### src/rtl/timer.sv
// Programmable timer with DIV/TIMA/TMA/TAC registers on a byte bus.
// TIMA overflow runs through a 4-clk OVF window and a 4-clk RELOAD window.
module timer #(
   parameter logic [15:0] BASE_ADDR = 16'hFF04
) (
   input  logic        clk,
   input  logic        reset,
   input  logic [1:0]  t_cycle,
   input  logic [15:0] mem_addr,
   input  logic        mem_enable,
   input  logic        mem_write,
   input  logic [7:0]  mem_wdata,
   output logic [7:0]  mem_rdata,
   output logic        mem_hit,
   output logic        irq_timer
);

   localparam logic [1:0] ST_RUN    = 2'd0;
   localparam logic [1:0] ST_OVF    = 2'd1;
   localparam logic [1:0] ST_RELOAD = 2'd2;

   localparam logic [1:0] OFS_DIV  = 2'd0;
   localparam logic [1:0] OFS_TIMA = 2'd1;
   localparam logic [1:0] OFS_TMA  = 2'd2;
   localparam logic [1:0] OFS_TAC  = 2'd3;

   logic [15:0] divc_q, divc_d;
   logic [7:0]  tima_q, tima_d;
   logic [7:0]  tma_q,  tma_d;
   logic [2:0]  tac_q,  tac_d;
   logic        tick_q;
   logic [1:0]  state_q, state_d;
   logic [1:0]  dly_q,   dly_d;
   logic        irq_q,   irq_d;

   logic [15:0] offset;
   logic        commit;
   logic        wr_div, wr_tima, wr_tma, wr_tac;
   logic        tap_bit;
   logic        tick;
   logic        inc_evt;

   // Subtracting the base lets the window wrap cleanly for any BASE_ADDR.
   assign offset  = mem_addr - BASE_ADDR;
   assign mem_hit = mem_enable && (offset[15:2] == 14'd0);
   assign commit  = mem_hit && mem_write && (t_cycle == 2'd3);

   assign wr_div  = commit && (offset[1:0] == OFS_DIV);
   assign wr_tima = commit && (offset[1:0] == OFS_TIMA);
   assign wr_tma  = commit && (offset[1:0] == OFS_TMA);
   assign wr_tac  = commit && (offset[1:0] == OFS_TAC);

   always_comb begin
      mem_rdata = 8'hFF;
      if (mem_hit) begin
         case (offset[1:0])
            OFS_DIV:  mem_rdata = divc_q[15:8];
            OFS_TIMA: mem_rdata = tima_q;
            OFS_TMA:  mem_rdata = tma_q;
            default:  mem_rdata = {5'b11111, tac_q};
         endcase
      end
   end

   always_comb begin
      tap_bit = 1'b0;
      case (tac_q[1:0])
         2'b00:   tap_bit = divc_q[9];
         2'b01:   tap_bit = divc_q[3];
         2'b10:   tap_bit = divc_q[5];
         default: tap_bit = divc_q[7];
      endcase
   end

   // DIV and TAC writes drop tick through the registers, so their falling
   // edges are caught by the same detector as ordinary counter edges.
   assign tick    = tac_q[2] & tap_bit;
   assign inc_evt = tick_q & ~tick;

   always_comb begin
      divc_d  = wr_div ? '0 : divc_q + 16'd1;
      tma_d   = wr_tma ? mem_wdata : tma_q;
      tac_d   = wr_tac ? mem_wdata[2:0] : tac_q;
      tima_d  = tima_q;
      state_d = state_q;
      dly_d   = dly_q;
      irq_d   = 1'b0;

      case (state_q)
         ST_RUN: begin
            if (wr_tima) begin
               tima_d = mem_wdata;
            end else if (inc_evt) begin
               if (tima_q == 8'hFF) begin
                  tima_d  = '0;
                  state_d = ST_OVF;
                  dly_d   = 2'd3;
               end else begin
                  tima_d = tima_q + 8'd1;
               end
            end
         end

         ST_OVF: begin
            if (wr_tima) begin
               tima_d  = mem_wdata;
               state_d = ST_RUN;
               dly_d   = '0;
            end else if (dly_q == 2'd0) begin
               tima_d  = tma_q;
               irq_d   = 1'b1;
               state_d = ST_RELOAD;
               dly_d   = 2'd3;
            end else begin
               dly_d = dly_q - 2'd1;
            end
         end

         ST_RELOAD: begin
            // TIMA is locked to TMA here; direct TIMA writes are ignored.
            if (wr_tma) begin
               tima_d = mem_wdata;
            end
            if (dly_q == 2'd0) begin
               state_d = ST_RUN;
            end else begin
               dly_d = dly_q - 2'd1;
            end
         end

         default: begin
            state_d = ST_RUN;
            dly_d   = '0;
         end
      endcase
   end

   always_ff @(posedge clk) begin
      if (reset) begin
         divc_q  <= '0;
         tima_q  <= '0;
         tma_q   <= '0;
         tac_q   <= '0;
         tick_q  <= 1'b0;
         state_q <= ST_RUN;
         dly_q   <= '0;
         irq_q   <= 1'b0;
      end else begin
         divc_q  <= divc_d;
         tima_q  <= tima_d;
         tma_q   <= tma_d;
         tac_q   <= tac_d;
         tick_q  <= tick;
         state_q <= state_d;
         dly_q   <= dly_d;
         irq_q   <= irq_d;
      end
   end

   assign irq_timer = irq_q;

endmodule
### config.mk
export PLATFORM = sky130hd
export DESIGN_NAME = timer
export DESIGN_NICKNAME = d
export VERILOG_FILES = /design/src/rtl/timer.sv
export SDC_FILE = /design/constraint.sdc
export NUM_CORES = 1
export LEC_CHECK = 0
export CORE_UTILIZATION = 48
export DETAILED_ROUTE_END_ITERATION = 10
export PLACE_DENSITY_LB_ADDON = 0.3
export SKIP_CTS_REPAIR_TIMING = 1
export SLEW_MARGIN = 10
export SYNTH_ARGS = -nofsm -noshare
export SYNTH_HDL_FRONTEND = slang
export SYNTH_SLANG_ARGS = --single-unit
### constraint.sdc
create_clock -name clk -period 3 [get_ports clk]
set_input_delay 0.75 -clock clk [delete_from_list [all_inputs] [get_ports clk]]
set_output_delay 0.75 -clock clk [all_outputs]
set_load 0.02 [all_outputs]
==> flow_metrics.tcl, run 1 <==
set metrics [dict create \
    syn_inst 298 \
    clock_path_buffers 2 \
    port_buffers 39 \
    crit_fanout 5 \
    cts_tree "built" \
    core_um2 4820 \
    dr.pass1.iters 4 \
    gr-usage-met3 0.0549 \
    synth_edf_count 0 \
    grt_util_met1 0.314 \
    endpoint "mem_rdata[1]" \
    cp.arrival_ps 2200 \
    syn_nets 335 \
    cts-root-buf "clkbuf_8" \
    synthFlopType "dfxtp_1" \
    fmax_mhz 339 \
    fin_skew_ps 8.30 \
    muxShareOfSynthArea 0.0719 \
    worstSkewPairLatency_ps 300 \
    pin_count 40 \
    dieWidth_um 73.5 \
    slew_viol_final 0 \
    power_density_nw_per_um2 358 \
    avgSynthCellArea_um2 8.23 \
    ys_seq_area_frac 0.335 \
    r2r_start "state_q[0]" \
    r2r_slack_ps 710 \
    gp_congestion 0.905 \
    cp-startpoint "mem_addr[8]" \
    htreeDepth 2 \
    min_from "divc_q[0]" \
    relSlewSlack 0.640 \
    area_growth_pct 36.9 \
    yosysTopAreaCellShare 0.335 \
    power_leakage_uw 0.00133 \
    synth_top_family_by_area "simple AND/OR/NAND/NOR gates" \
    final_net_count 407 \
    drt_iter0_drc 131 \
    viasPerCell 5.63 \
    clkSinkCount 41 \
    min_path_type "flip-flop to flip-flop" \
    cp-end-kind "output pin" \
    busiest_layer "met2" \
    async_flop_share 0 \
    use_met2 0.466 \
    dpl.hpwl_mm 4.98 \
    diodes 0 \
    final_util 0.697 \
    cts_buffers 5 \
    num_rows 25 \
    critical_path_class "input port to output pin" \
    avgRoutedWirePerCell_um 15.3 \
    synth-simple-area-share 0.245 \
    rr_worst_depth 7 \
    route.detailed.drc 0 \
    synth_seq_cells 41 \
    outcome "finished, final reports clean" \
    detail-route-antenna-nets 0 \
    num_vias 2464 \
    final_cell_mix "dfxtp_1, buf_4, nor2_1" \
    worstReg2RegEnd "tima_q[2]" \
    worstPathRequired_ps 2250 \
    cts.clk_slew.worst_paths_ps 80 \
    synth_xor_xnor_area_share 0.0679 \
    fin_crit_sh 0.983 \
    grt_max_degree 21 \
    wl_mm 6.70 \
    hold_ws_ps 478 \
    yosys_warnings 0 \
    start_kind "input port" \
    die_area_um2 5400 \
    die_h_um 73.5 \
    initial_core_util 0.509 \
    synth_cell_types 55 \
    overflow 0 \
    max_cap_violations 0 \
    place_area_um2 3140 \
    synth.area.top_cells "dfxtp_1, nor2_1, nand2_1" \
    final_layout_size_suffix_gt1_frac 0.218 \
    grt_pass1_vias 2385 \
    layout_commonest_cell "dfxtp_1" \
    hold_viol 0 \
    final_area_um2 3360 \
    track_usage 0.263 \
    syn_area_um2 2450 \
    fin_tns_setup_ps 0 \
    tightestPinTransition_ps 540 \
    final.min_clock_period_ps 2950 \
    synth_fa_ha_area_frac 0.0357 \
    antenna_found_initial 0 \
    ir_worst_vdd_uv 289 \
    setup_viol 0 \
    grt_pass1_wl_mm 10.9 \
    finalPower_uw 1200 \
    synth_compound_area_frac 0.194 \
    yosysTopAreaCell "dfxtp_1" \
]
critical path, stage by stage:
cell,delay (ps)
clkdlybuf4s50_1,490
nand3_2,100
nor4_4,320
nand2_2,180
clkinv_4,160
nand2b_4,60
buf_6,120
synth_stat cells (4+ instances only):
| cell type | instances |
|---|---|
| dfxtp_1 | 41 |
| nor2_1 | 35 |
| nand2_1 | 34 |
| nand3_1 | 23 |
| inv_1 | 18 |
| a21oi_1 | 15 |
| xnor2_1 | 11 |
| a211oi_1 | 9 |
| and3_1 | 8 |
| xor2_1 | 8 |
| a221oi_1 | 7 |
| clkbuf_1 | 7 |
| ha_1 | 7 |
| o21ai_0 | 7 |
| o22ai_1 | 7 |
| mux2i_1 | 6 |
| nand2b_1 | 5 |
| mux4_2 | 4 |
| nand4_1 | 4 |
through the flow:
step | setup WS [ps] | std cells
4_1_cts | -775 | 434
5_1_grt | -26.5 | 438
3_3_place_gp | -738 | 426
3_5_place_dp | -768 | 426
6_report | 51.0 | 438
2_1_floorplan | 33.5 | 298
metal layers:
layer,up-vias,share of wire
met3,8,0.060
li1,1216,-
met4,0,0.015
met5,-,0
met2,84,0.48
met1,1156,0.44
cell type report:
type / instances / area (um^2)
multi-input cells: 227 / 1570
fillers: 404 / 1460
flip-flops and latches: 41 / 821
repair buffers: 76 / 667
well taps: 67 / 83.8
inverters: 18 / 72.6
clock buffers: 5 / 68.8
clock inverters: 3 / 68.8
repair inverters: 1 / 6.26
registers in the layout, summed over array words and instances, names as in the netlist:
name / cells
divc_q: 16
irq_timer: 1
state_q: 2
tick_q: 1
dly_q: 2
tima_q: 8
tac_q: 3
tma_q: 8
where the power goes:
part           switching, uW  total (uW)  internal, uW
sequential              3.22         550           547
combinational           45.6         105          59.2
clock                    212         547           335
total                    261        1200           941
cells by family (layout without fill, tap and decap cells):
logic type	Yosys count	after routing
xor gates and xnor gates	19	19
AOI/OAI and AO/OA	66	66
adders and majority gates	7	7
buffers and inverters	30	103
and+or+nand+nor	123	123
muxes	12	12
DFF	41	41
worst min-delay path by stage:
stage,end,slack (ps),cells past startpoint
after detailed placement,divc_q[0],460,1
final,divc_q[0],480,1
after floorplan,divc_q[0],430,1
after global placement,divc_q[0],440,1
after CTS,tma_q[2],480,2
after global routing,tma_q[5],500,2
Power figures use the tool's default switching activity.
==> run 2: changes to the inputs <==
Settings changed: CORE_MARGIN set to 5, CORE_UTILIZATION 48 to 58.
Clock period 3 ns to 3.5 ns, I/O delays scaled along.
==> run 2 against run 1 <==
Against the previous run:
- cell count decreased by 6.8%
- wire length decreased by 0.58%
- critical path depth increased by 1
- hold slack got worse by 14 ps
- clock skew about the same
- clock power decreased by 47%
- worst setup slack improved by 32 ps
- die area increased by 4.3%
- sequential power decreased by 14%
- global-route usage decreased by 1.8 points
- largest cell class unchanged
==> flow_metrics.tcl, run 2 (synthesis results as in run 1) <==
set metrics [dict create \
    outcome "finished, final reports clean" \
    worstReg2RegEnd "tima_q[1]" \
    finalNonFillerCells 408 \
    final_layout_size_suffix_gt1_frac 0.162 \
    sequentialPowerShare 0.558 \
    worstSkewPairLatency_ps 290 \
    use_met2 0.407 \
    gr-usage-met3 0.0494 \
    tightestPinTransition_ps 582 \
    busiest_layer "met2" \
    core_um2 4060 \
    power_leakage_uw 0.00123 \
    rr_worst_depth 6 \
    grt_pass1_vias 2444 \
    place_area_um2 3050 \
    final_area_um2 3160 \
    detail-route-antenna-nets 0 \
    overflow 0 \
    track_usage 0.245 \
    ir_worst_vdd_uv 236 \
    min_path_cells 1 \
    cts-root-buf "clkbuf_8" \
    num_rows 23 \
    max_stage_delay_ps 510 \
    relSlewSlack 0.612 \
    switching_power_uw 198 \
    path_depth 8 \
    drt_iter0_drc 167 \
    cts.clk_slew.worst_paths_ps 70 \
    power_density_nw_per_um2 267 \
    cp.arrival_ps 2540 \
    clkSinkCount 41 \
    setup_viol 0 \
    layout_commonest_cell "dfxtp_1" \
    critical_path_class "input port to output pin" \
    dp_cells 400 \
    num_vias 2529 \
    area_growth_pct 29.0 \
    route.detailed.drc 0 \
    cts_tree "built" \
    cts_buffers 5 \
    fin_skew_ps 8.45 \
    initial_core_util 0.604 \
    dr.pass1.iters 5 \
    hold_viol 0 \
    htreeDepth 2 \
    min_from "divc_q[0]" \
    r2r_slack_ps 1100 \
    die_h_um 75.0 \
    avgRoutedWirePerCell_um 16.3 \
    largest_reg_flops 16 \
    crit_fanout 4 \
    clock_path_buffers 2 \
    p_clk_frac 0.344 \
    die_area_um2 5630 \
    gp_congestion 0.973 \
    path_cells "clkdlybuf4s50_1 > or4_4 > nor4_4 > nand2_1 > inv_2 > clkbuf_16 > nand2_2 > buf_6" \
    whs_endpoint "divc_q[0]" \
    dieWidth_um 75.0 \
    wl_mm 6.66 \
    p_comb_frac 0.099 \
    max_cap_violations 0 \
    start_kind "input port" \
    diodes 0 \
    grt_pass1_wl_mm 10.6 \
    r2r_start "state_q[0]" \
    pin_count 40 \
    slew_viol_final 0 \
    grt_max_degree 21 \
    min_path_type "flip-flop to flip-flop" \
    final_net_count 396 \
    cp-end-kind "output pin" \
    top_register "divc_q" \
    crit_path_top_delay_cell "or4_4" \
    intPower_uw 648 \
    port_buffers 39 \
    swShare 0.234 \
    dpl.hpwl_mm 4.98 \
    final.min_clock_period_ps 3420 \
    final_cell_mix "dfxtp_1, nor2_1, nand2_1" \
    worstPathRequired_ps 2620 \
    antenna_found_initial 0 \
    top_regs "divc_q: 16 flops, tima_q: 8 flops, tma_q: 8 flops" \
    fin_crit_sh 0.976 \
    grt_util_met1 0.304 \
    fmax_mhz 293 \
    path_delay_family "buffers and inverters" \
    cp_num_buf_inv 4 \
    viasPerCell 6.20 \
]
-- run 2: how the worst max path moves through the flow --
stage	from	to
final	mem_addr[4]	mem_rdata[5]
after global routing	mem_addr[4]	mem_hit
after CTS	mem_addr[4]	mem_rdata[6]
after detailed placement	mem_addr[4]	mem_rdata[2]
after global placement	mem_addr[4]	mem_hit
after floorplan	mem_addr[4]	mem_rdata[3]
-- run 2: final cells by class --
cell class / count / area (um^2)
Clock buffer: 5 / 68.8
Timing Repair Buffer: 66 / 612
Multi-Input combinational cell: 227 / 1530
Clock inverter: 1 / 5.00
Fill cell: 306 / 895
Inverter: 18 / 67.6
Sequential cell: 41 / 821
Tap cell: 50 / 62.6
-- run 2: through the flow --
step / power [uW] / setup slack, ps / setup TNS [ps] / utilization / hold WS (ps)
5_1_grt: 874 / -4.06 / -5.80 / 0.780 / 497
6_report: 846 / 82.6 / 0 / 0.780 / 465
4_1_cts: 848 / -487 / -4260 / 0.770 / 470
2_1_floorplan: 512 / 129 / 0 / - / 426
3_5_place_dp: 565 / -471 / -4130 / 0.752 / 453
3_3_place_gp: 563 / -433 / -3750 / 0.752 / 440
-- run 2: routing by layer --
layer  vias up  share of wire
met4         0          0.030
met5         -              0
li1       1194              -
met2       128           0.47
met1      1184           0.41
met3        23          0.087
-- run 2: power groups by stage --
stage          Sequential [uW]  Clock (uW)  Combinational, uW
2_1_floorplan              482           0               29.6
3_3_place_gp               483           0               80.6
3_5_place_dp               483           0               82.0
4_1_cts                    472         294               82.7
5_1_grt                    472         312               90.2
6_report                   472         291               83.5
